`config.mk`:
```
export PLATFORM = sky130hd
export DESIGN_NAME = sgf_div_seq
export DESIGN_NICKNAME = d
export VERILOG_FILES = /design/src/rtl/sgf_div_seq_pkg.sv /design/src/rtl/sgf_div_seq_step.sv /design/src/rtl/sgf_div_seq.sv
export SDC_FILE = /design/constraint.sdc
export NUM_CORES = 1
export LEC_CHECK = 0
export CAP_MARGIN = 20
export CORE_MARGIN = 2
export CORE_UTILIZATION = 60
export CTS_CLUSTER_SIZE = 28
export DETAILED_ROUTE_END_ITERATION = 10
export PLACE_DENSITY = 0.95
export SETUP_SLACK_MARGIN = 0.3
export SLEW_MARGIN = 20
export SYNTH_ARGS = -nofsm -noshare
export SYNTH_HDL_FRONTEND = slang
export SYNTH_SLANG_ARGS = --single-unit
```
`constraint.sdc`:
```
create_clock -name clk -period 9.6 [get_ports clk]
set_input_delay 1.92 -clock clk [delete_from_list [all_inputs] [get_ports clk]]
set_output_delay 1.92 -clock clk [all_outputs]
set_load 0.01 [all_outputs]
```
`src/rtl/sgf_div_seq_pkg.sv`:
```
// Shared types and width helpers for the
// sequential significand divider.
package sgf_div_seq_pkg;

  typedef enum logic [1:0] {
    ST_IDLE = 2'd0,
    ST_RUN  = 2'd1,
    ST_DONE = 2'd2
  } state_t;

  function automatic int quot_w(input int sw);
    return sw + 2;
  endfunction

  function automatic int cnt_w(input int sw);
    return $clog2(sw + 2);
  endfunction

endpackage

```
`src/rtl/sgf_div_seq_step.sv`:
```
// One radix-2 restoring step: compare,
// conditionally subtract, shift left.
module div_step #(
  parameter int SW = 54
) (
  input  logic [SW:0]   i_rem,
  input  logic [SW-1:0] i_div,
  output logic          o_q,
  output logic          o_rem_nz,
  output logic [SW:0]   o_rem_nxt
);

  logic [SW:0] w_div_ext;
  logic [SW:0] w_diff;

  assign w_div_ext = {1'b0, i_div};
  assign o_q       = (i_rem >= w_div_ext);
  assign w_diff    = o_q ? (i_rem - w_div_ext)
                         : i_rem;
  // Restored remainder is below B, so the
  // top bit is always zero and the shift is lossless.
  assign o_rem_nxt = {w_diff[SW-1:0], 1'b0};
  assign o_rem_nz  = |w_diff;

endmodule

```
`src/rtl/sgf_div_seq.sv`:
```
// Sequential radix-2 restoring divider for
// FPU significands, one quotient bit per clock.
module sgf_div_seq
  import sgf_div_seq_pkg::*;
#(
  parameter int SW = 54
) (
  input  logic               clk,
  input  logic               rst,
  input  logic               load_i,
  input  logic [SW-1:0]      Data_A_i,
  input  logic [SW-1:0]      Data_B_i,
  output logic               ready_o,
  output logic               valid_o,
  output logic [SW+1:0]      sgf_quot_o,
  output logic               sticky_o,
  output logic               div_zero_o
);

  localparam int QW = quot_w(SW);
  localparam int CW = cnt_w(SW);

  state_t r_state;
  state_t w_state_nxt;

  logic [SW:0]   r_rem;
  logic [SW-1:0] r_div;
  logic [QW-1:0] r_quot;
  logic [CW-1:0] r_cnt;
  logic          r_sticky;
  logic          r_dz;

  logic          w_accept;
  logic          w_bzero;
  logic          w_last;
  logic          w_q;
  logic          w_rem_nz;
  logic [SW:0]   w_rem_nxt;

  assign w_accept = load_i && (r_state != ST_RUN);
  assign w_bzero  = (Data_B_i == '0);
  assign w_last   = (r_cnt == '0);

  div_step #(.SW(SW)) u_step (
    .i_rem     (r_rem),
    .i_div     (r_div),
    .o_q       (w_q),
    .o_rem_nz  (w_rem_nz),
    .o_rem_nxt (w_rem_nxt)
  );

  always_ff @(posedge clk) begin
    if (rst) r_state <= ST_IDLE;
    else     r_state <= w_state_nxt;
  end

  always_comb begin
    w_state_nxt = r_state;
    unique case (r_state)
      ST_IDLE, ST_DONE: begin
        if (w_accept)
          w_state_nxt = w_bzero ? ST_DONE : ST_RUN;
        else
          w_state_nxt = ST_IDLE;
      end
      ST_RUN: begin
        if (w_last) w_state_nxt = ST_DONE;
      end
      default: w_state_nxt = ST_IDLE;
    endcase
  end

  always_ff @(posedge clk) begin
    if (rst) begin
      r_rem    <= '0;
      r_div    <= '0;
      r_quot   <= '0;
      r_cnt    <= '0;
      r_sticky <= 1'b0;
      r_dz     <= 1'b0;
    end else if (w_accept) begin
      r_div    <= Data_B_i;
      r_rem    <= {1'b0, Data_A_i};
      r_quot   <= w_bzero ? '1 : '0;
      r_cnt    <= CW'(QW - 1);
      r_sticky <= 1'b0;
      r_dz     <= w_bzero;
    end else if (r_state == ST_RUN) begin
      r_rem  <= w_rem_nxt;
      r_quot <= {r_quot[QW-2:0], w_q};
      if (w_last) r_sticky <= w_rem_nz;
      else        r_cnt    <= r_cnt - 1'b1;
    end
  end

  assign ready_o    = (r_state == ST_IDLE) ||
                      (r_state == ST_DONE);
  assign valid_o    = (r_state == ST_DONE);
  assign sgf_quot_o = r_quot;
  assign sticky_o   = r_sticky;
  assign div_zero_o = r_dz;

endmodule

```
==> results of run 1 <==
## state kept, by name, summed over array words and instances, names as in the netlist
signal      cells
r_state         2
r_cnt           6
div_zero_o      1
sticky_o        1
r_rem          55
r_div          54
sgf_quot_o     56
## per-layer routing
layer / wire (µm) / vias to the layer above
met5: 0 / -
met4: 1230 / 0
met3: 3280 / 108
met2: 17400 / 615
met1: 15600 / 5634
li1: - / 5600
## power groups by stage
stage               Clock, mW  Combinational, mW  Sequential (mW)
floorplan                   0               1.00            0.877
global route            0.781               1.56            0.887
CTS                     0.752               1.41            0.876
global placement            0               1.37            0.887
finish                  0.751               1.45            0.879
detailed placement          0               1.39            0.892
## placed cells by master, fill, tap and decap left out, drive strengths merged, types with 33 or more instances in the layout
master	n
nor4	33
nor2b	37
ha	56
mux2i	53
a211oi	110
nor2	130
inv	83
nor3	127
a21oi	140
dfxtp	175
o21ai	44
nand2	183
clkdlybuf4s50	168
## cells by family (layout without fill, tap and decap cells)
| group | after synthesis | count (layout) |
|---|---|---|
| adders and majority gates | 57 | 57 |
| and+or+nand+nor | 598 | 598 |
| xor gates and xnor gates | 49 | 49 |
| buffers and inverters | 180 | 283 |
| other | 0 | 1 |
| AOI/OAI and AO/OA | 391 | 391 |
| DFF | 175 | 175 |
| muxes | 53 | 53 |
## cell type report
type	count	area share [%]
Timing Repair Buffer	179	13.1
Clock buffer	17	3.10
Sequential cell	175	25.5
Clock inverter	15	1.55
Inverter	72	1.97
Tap cell	234	2.13
Antenna cell	1	0.0182
Multi-Input combinational cell	1148	52.6
## worst max path at each step
| stage | start | endpoint | slack [ps] | depth (start not counted) |
|---|---|---|---|---|
| after floorplan | Data_B_i[29] | sgf_quot_o[16] | 6070 | 7 |
| after global placement | Data_B_i[21] | sgf_quot_o[33] | 5040 | 7 |
| after detailed placement | r_rem[26] | sticky_o | 5010 | 14 |
| after CTS | r_div[26] | sticky_o | 4940 | 15 |
| after global routing | r_div[26] | sticky_o | 4610 | 15 |
| final | r_div[26] | sticky_o | 4810 | 15 |
## worst max-delay path: cells and delay by family, from the launching register on
kind | cells | cell delay (ps)
AO/OA/AOI/OAI | 9 | 2500
AND/OR/NAND/NOR | 3 | 740
buffers and inverters | 2 | 630
adder cells (fa/ha/maj) | 1 | 390
flip-flops | 1 | 360
==> impl_results.md, run 1 <==
- Crit path top cell by count: a21oi_1
- Final hold vios: 0
- Met3 GRT Util: 8.20%
- # IOs: 171
- End of the worst hold path: r_div[7]
- # setup viols final: 0
- Total CTS buffers: 17
- Clk_lat worst skew: 450 ps
- Mapped cell area: 0.0114 mm²
- Clock root cell: clkbuf_16
- Worst Max-Slew Pin Slew: 1030 ps
- Fill count: 1431
- ANT nets after route: 0
- Area of the multi-input gates: 0.00721 mm²
- PortBufs: 170
- Layout Utilization: 73.3%
- Number of gates resized after CTS: 0
- Post-CTS setup buffer count: 0
- Largest net degree at the start of global routing: 101
- Min-delay src: r_div[7]
- Worst-path clk slew: 80 ps
- Die Area: 0.0201 mm²
- DRT Pass-1 Iters: 7
- Synth Warn #: 0
- CP Capture Type: register
- Via count: 11957
- Share of layout cells above drive strength 1: 4.67%
- Post-synth ARST share: 0%
- Chip Width: 142 µm
- Post-synth EDFFs: 0
- DR iter-0 viols: 1213
- Simple-gate share of the synthesized area: 25.3%
- DRC viols: 0
- Reg2reg end: sticky_o
- Core area: 0.0187 mm²
- Yosys top cell by area: dfxtp_1
- Vias in the first global route: 11126
- Ranking of synthesized cells by area: dfxtp_1, a211oi_1, ha_1
- Top-count cell post-synth: nand2_1
- Post-synthesis mux area share: 4.65%
- Remaining global-route overflow: 0
- Sw frac: 43.8%
- Post-DP Area: 0.0131 mm²
- Main combinational cell family by area after synthesis: simple AND/OR/NAND/NOR gates
- First-pass GRT wire length: 58900 µm
- Drt wl/cell: 20.4 µm
- Post-CTS Hold Fix Bufs: 0
- Clock buffer depth: 2
- Switching Power: 1.35 mW
- Yosys top cell area share: 30.7%
- VDD IR max: 0.000167 V
- Final #Nets: 1761
- CP required: 9900 ps
- Power per cell area: 225 mW/mm²
- Syn Nets: 1671
- GR peak layer: met2
- Initial antenna violation count: 1
- Count of cell types in the netlist: 76
- Final Skew: 10.9 ps
- GPL Wtd Cong: 0.990
- Setup WS pre-CTS: 5010 ps
- Clock Sinks: 175
- Hpwl dp: 27400 µm
- XOR/XNOR share of the synthesized area: 3.76%
- Peak Freq: 209 MHz
- H-tree levels: 4
- Starting Density: 61.0%
- Overall power: 3.08 mW
- Placed Cells: 1807
- Worst R2R Setup Slack: 4810 ps
- Min Tclk post-route: 4790 ps
- CTS tree: done
- Critical path class: reg2reg
- Reg2reg path depth: 15
- Final slew viol count: 0
- Area delta synth->final: 20.3%
- Max stage delay on crit path: 590 ps
- Post-Syn Instances: 1503
- Synth Area in Compound Gates: 22.8%
- # rows: 50
- Combinational share of power: 47.1%
- Worst Slack Setup Final: 4810 ps
- Minimum hold slack: 458 ps
- WHS Path Cells: 2
- FF+latch count, synth: 175
- Post-synthesis adder-cell area fraction: 6.32%
- Post-Layout Cell Count: 1841
- CP Launch Type: register
- Sequential Power Share: 28.5%
- Die Y: 142 µm
- Vias/cell: 6.49
- Worst-path maximum fanout: 44
- CP max stage cell: o211a_4
- Max Cap Viol: 0
- Total GRT Usage: 36.7%
- Pleak: 5.35 nW
- Reg area: 0.00350 mm²
- Met2 GRT Util: 60.7%
- Int Pwr: 1.73 mW
- Commonest cells in the netlist: nand2_1, dfxtp_1, a21oi_1
- Routing usage on met1: 47.3%
- R2r startpoint: r_div[26]
- Unrepaired setup endpoints after global routing: false
- Worst Hold Class: reg2reg
- Clock network fraction of total power: 24.4%
- Final Cell Area: 0.0137 mm²
- Cell Chain, Critical Path: inv_1, ha_1, a21oi_1, o21a_1, o221ai_1, a221oi_1, and3_4, a31o_1, o211a_4, buf_4, nor2_1, a21oi_1, o2111ai_1, nor4bb_2, a2111oi_2
- Syn_area_per_cell: 7.59 µm²
- Final WL: 37500 µm
- WP data arrival: 5090 ps
- Crit share post-route: 49.9%
- Register area share after synthesis: 30.7%
- Rel. slew slack: 31.2%
- Outcome: completed
- Setup tns final: 0 ps
- Main synth FF type: dfxtp_1
Note: power is estimated with default switching activity, not from simulation.
==> inputs of run 2 (changes only) <==
Settings changed: CORE_UTILIZATION 60 to 55, PLACE_DENSITY 0.95 to 0.89.
Clock period 9.6 ns to 4.7 ns, I/O delays scaled along.
==> impl_results.md, run 2 (synthesis results as in run 1) <==
- Die Area: 0.0219 mm²
- Total GRT Usage: 33.2%
- CTS tree: done
- Vias in the first global route: 11355
- Minimum hold slack: 457 ps
- Clock buffer depth: 2
- CP Capture Type: register
- Drt wl/cell: 19.7 µm
- Area delta synth->final: 21.1%
- Peak Freq: 236 MHz
- WP data arrival: 4540 ps
- Final Skew: 12.0 ps
- Setup tns final: 0 ps
- CP max stage cell: or4_1
- Post-CTS setup buffer count: 0
- CP required: 5000 ps
- ANT nets after route: 0
- Final WL: 37100 µm
- Largest net degree at the start of global routing: 99
- Commonest non-fill, non-tap cell in the layout: nand2_1
- # IOs: 171
- Final #Nets: 1766
- Rel. slew slack: 31.6%
- Max Cap Viol: 0
- Cell Chain, Critical Path: inv_1, ha_1, nand3_1, or4_1, a211oi_1, nand4b_1, a31o_2, xnor2_1, nand2_1, or4_1, o41a_1, a21oi_1, nor4bb_2, a2111oi_2
- Worst-path clk slew: 90 ps
- Max reg flops: 56
- Overall power: 6.33 mW
- Die Y: 148 µm
- # rows: 52
- PortBufs: 170
- Unrepaired setup endpoints after global routing: false
- WHS Path Cells: 2
- DRT Pass-1 Iters: 7
- Remaining global-route overflow: 0
- Crit share post-route: 90.1%
- Min Tclk post-route: 4230 ps
- Worst Max-Slew Pin Slew: 1030 ps
- DR iter-0 viols: 1330
- Chip Width: 148 µm
- Initial antenna violation count: 0
- Share of layout cells above drive strength 1: 5.09%
- Clock root cell: clkbuf_16
- Vias/cell: 6.32
- Most frequent cells in the layout: nand2_1, dfxtp_1, clkdlybuf4s50_1
- Outcome: completed
- Final slew viol count: 0
- Clock Sinks: 175
- Starting Density: 56.2%
- # setup viols final: 0
- Worst-path maximum fanout: 9
- Pleak: 5.38 nW
- Final hold vios: 0
- Reg2reg path depth: 14
- DRC viols: 0
- VDD IR max: 0.000270 V
- Worst Hold Class: reg2reg
- Clk_lat worst skew: 450 ps
- Number of gates resized after CTS: 0
- Total CTS buffers: 17
- Worst path depth: 14
- H-tree levels: 4
- GPL Wtd Cong: 1.05
- Max stage delay on crit path: 530 ps
- Layout Utilization: 68.0%
- Critical path class: reg2reg
- First-pass GRT wire length: 58700 µm
- Core area: 0.0203 mm²
- Fill count: 1742
- Hpwl dp: 27100 µm
- Buf/Inv on CP: 1
- CP Launch Type: register
- Via count: 11887
- Crit path top cell by count: or4_1
- CP top delay family: simple AND/OR/NAND/NOR gates
- Post-CTS Hold Fix Bufs: 0
- Power per cell area: 458 mW/mm²
- # diodes: 0
run 2: cell types whose count changed in the layout (fill, tap and decap cells not counted):
cell      before  now
clkinv_8       4    5
a311oi_1       6    5
o211a_2        0    1
diode_2        1    0
a311oi_2       0    1
inv_12         4    5
nor4_1        31   30
buf_4          9   13
inv_8          4    3
inv_16         1    0
nor4_2         1    2
run 2: report_power, final:
| part | leakage [nW] | total, mW | internal, mW | switching [mW] |
|---|---|---|---|---|
| registers | 1.45 | 1.79 | 1.64 | 0.150 |
| logic | 3.62 | 3.00 | 1.16 | 1.84 |
| clock network | 0.308 | 1.54 | 0.749 | 0.792 |
run 2: path summary, 6_finish.rpt:
check | slack (ps) | startpoint | endpoint
setup / recovery | 470 | r_div[18] | sticky_o
hold / removal | 460 | r_div[7] | r_div[7]
setup reg to reg | 470 | r_div[18] | sticky_o
hold reg to reg | 460 | r_div[7] | r_div[7]
run 2: layout make-up:
cell class / instances / area (µm²) / share of cell area (%)
sequential: 175 / 3500 / 25.4
multi-input combinational: 1149 / 7230 / 52.4
clock inverter: 15 / 214 / 1.55
clock buffer: 17 / 425 / 3.08
inverter: 72 / 270 / 1.96
timing repair buffer: 183 / 1830 / 13.2
tap: 270 / 338 / 2.45
run 2: worst reg2reg max path, cell delays in order, from the launching register on:
cell	delay, ps
dfxtp_1	350
inv_1	50
ha_1	480
nand3_1	190
or4_1	530
a211oi_1	320
nand4b_1	280
a31o_2	240
xnor2_1	170
nand2_1	70
or4_1	420
o41a_1	380
a21oi_1	190
nor4bb_2	340
a2111oi_2	80
run 2: stage by stage:
stage,worst slack (ps),cell area (µm²),cells
final,467,13800,1881
after global routing,303,13800,1881
after CTS,384,13800,1879
after detailed placement,405,13100,1847
after global placement,542,13100,1847
after floorplan,1200,11400,1503
run 2: per-layer routing:
layer  share of wire, %  global-route usage [%]  wire length, µm  up-vias
li1                   -                       -                -     5605
met1                 43                    43.7            15900     5621
met2                 45                    52.8            16600      536
met3                8.0                    6.88             2970      125
met4                4.4                    14.5             1640        0
met5                  0                       0                0        -
==> inputs of run 3 (changes only) <==
Settings changed: CORE_UTILIZATION 55 to 65, DONT_BUFFER_PORTS set to 1.
Clock period 4.7 ns to 4.3 ns, I/O delays scaled along.
==> impl_results.md, run 3 (synthesis results as in run 1) <==
- Outcome: completed
- Worst Hold Class: reg2reg
- Min-delay src: r_div[5]
- Reg area: 0.00351 mm²
- CP required: 4620 ps
- VDD IR max: 0.000326 V
- CP Capture Type: register
- DR iter-0 viols: 1431
- First-pass GRT wire length: 54300 µm
- Pleak: 4.78 nW
- GPL Wtd Cong: 1.00
- Power per cell area: 553 mW/mm²
- Largest net degree at the start of global routing: 147
- Critical path class: reg2reg
- Crit path top cell by count: a211o_1
- Max reg flops: 56
- Post-CTS Hold Fix Bufs: 0
- CTS tree: done
- Worst R2R Setup Slack: 420 ps
- Clock buffer depth: 2
- Setup crit start: r_div[2]
- Vias/cell: 6.81
- # diodes: 0
- Layout Utilization: 71.1%
- CP max stage cell: a2111oi_4
- Setup tns final: 0 ps
- Share of layout cells above drive strength 1: 8.41%
- Max Cap Viol: 0
- DRC viols: 0
- Clock Sinks: 175
- DRT Pass-1 Iters: 6
- Remaining global-route overflow: 0
- Final #Nets: 1606
- Initial antenna violation count: 1
- Buf/Inv on CP: 1
- Reg2reg end: sticky_o
- R2r startpoint: r_div[2]
- Most frequent cells in the layout: nand2_1, dfxtp_1, a21oi_1, nor2_1, nor3_1
- Reg2reg path depth: 14
- Post-DP Area: 0.0114 mm²
- Drt wl/cell: 21.2 µm
- Commonest non-fill, non-tap cell in the layout: nand2_1
- Cell Chain, Critical Path: inv_1, ha_2, nor2_1, a211o_1, a2111oi_4, o21ai_1, and3_4, a31o_1, o211a_4, a211o_1, o41a_1, a21oi_1, nor4bb_4, a2111oi_2
- Worst-path clk slew: 80 ps
- # IOs: 171
- # setup viols final: 0
- Clock root cell: clkbuf_16
- Final slew viol count: 0
- Peak Freq: 258 MHz
- # rows: 48
- Via count: 11406
- Starting Density: 66.2%
- End of the worst hold path: r_div[5]
- Worst-path maximum fanout: 12
- Total CTS buffers: 17
- Area delta synth->final: 7.52%
- Core area: 0.0172 mm²
- Unrepaired setup endpoints after global routing: false
- WP data arrival: 4200 ps
- Rel. slew slack: 26.7%
- WHS Path Cells: 2
- H-tree levels: 4
- CP top delay family: compound AO/OA/AOI/OAI gates
- ANT nets after route: 0
- Die Y: 136 µm
- PortBufs: 0
- Fill count: 1374
- Chip Width: 136 µm
- Clk_lat worst skew: 450 ps
- Total GRT Usage: 37.3%
- Max stage delay on crit path: 440 ps
- Final Skew: 10.2 ps
- Hpwl dp: 25600 µm
- Final WL: 35600 µm
- Area of the multi-input gates: 0.00738 mm²
- Crit share post-route: 90.2%
- Min Tclk post-route: 3880 ps
- Worst Max-Slew Pin Slew: 1100 ps
- Final hold vios: 0
- Vias in the first global route: 10170
- CP Launch Type: register
- Final Cell Area: 0.0123 mm²
- Die Area: 0.0186 mm²
[run 3: changes by cell type in the layout (fill, tap and decap cells not counted), sizes merged]
cell | previous run | this run
buf | 15 | 23
clkdlybuf4s50 | 168 | 0
[run 3: worst min-delay path: stages (launching register included)]
cell     delay, ps
dfxtp_1        310
nand2_1         50
a21oi_1         50
[run 3: worst max-delay path by stage]
| stage | to | cells past startpoint | slack, ps |
|---|---|---|---|
| 3_3_place_gp | sticky_o | 15 | 390 |
| 6_report | sticky_o | 14 | 420 |
| 3_5_place_dp | sticky_o | 15 | 110 |
| 2_1_floorplan | sticky_o | 15 | 800 |
| 4_1_cts | sticky_o | 16 | 320 |
| 5_1_grt | sticky_o | 14 | 270 |
[run 3: cell type report]
type	count	area share, %
clock buffer	17	3.47
clock inverter	15	1.76
inverter	72	2.20
multi-input combinational	1149	60.2
sequential	175	28.6
tap	225	2.30
timing repair buffer	23	1.44
[run 3: through the flow]
stage               cells  power [mW]  hold slack (ps)  setup WS (ps)
floorplan            1503        4.19              436            797
global placement     1639        4.86              437            392
detailed placement   1639        4.88              440            107
CTS                  1672        6.54              451            320
global route         1676        7.10              463            267
finish               1676        6.77              451            423
[run 3: where the power goes]
group	total (mW)	internal, mW	switching (mW)
registers	1.99	1.79	0.198
logic	3.12	1.18	1.94
clock network	1.66	0.818	0.843
[run 3: repair_timing]
item | 4_1_cts | 5_1_grt
gates cloned | 0 | 1
gates resized for setup | 1 | 42
buffers inserted | 1 | 3
pin swaps | 1 | 3
endpoints found under the setup margin | 1 | 1
[run 3: metal layers]
layer | vias up | GRT usage (%) | part of all wire (%)
met2 | 649 | 56.7 | 45
met1 | 5336 | 50.0 | 40
li1 | 5277 | - | -
met5 | - | 0 | 0
met3 | 144 | 9.13 | 11
met4 | 0 | 16.5 | 4.7
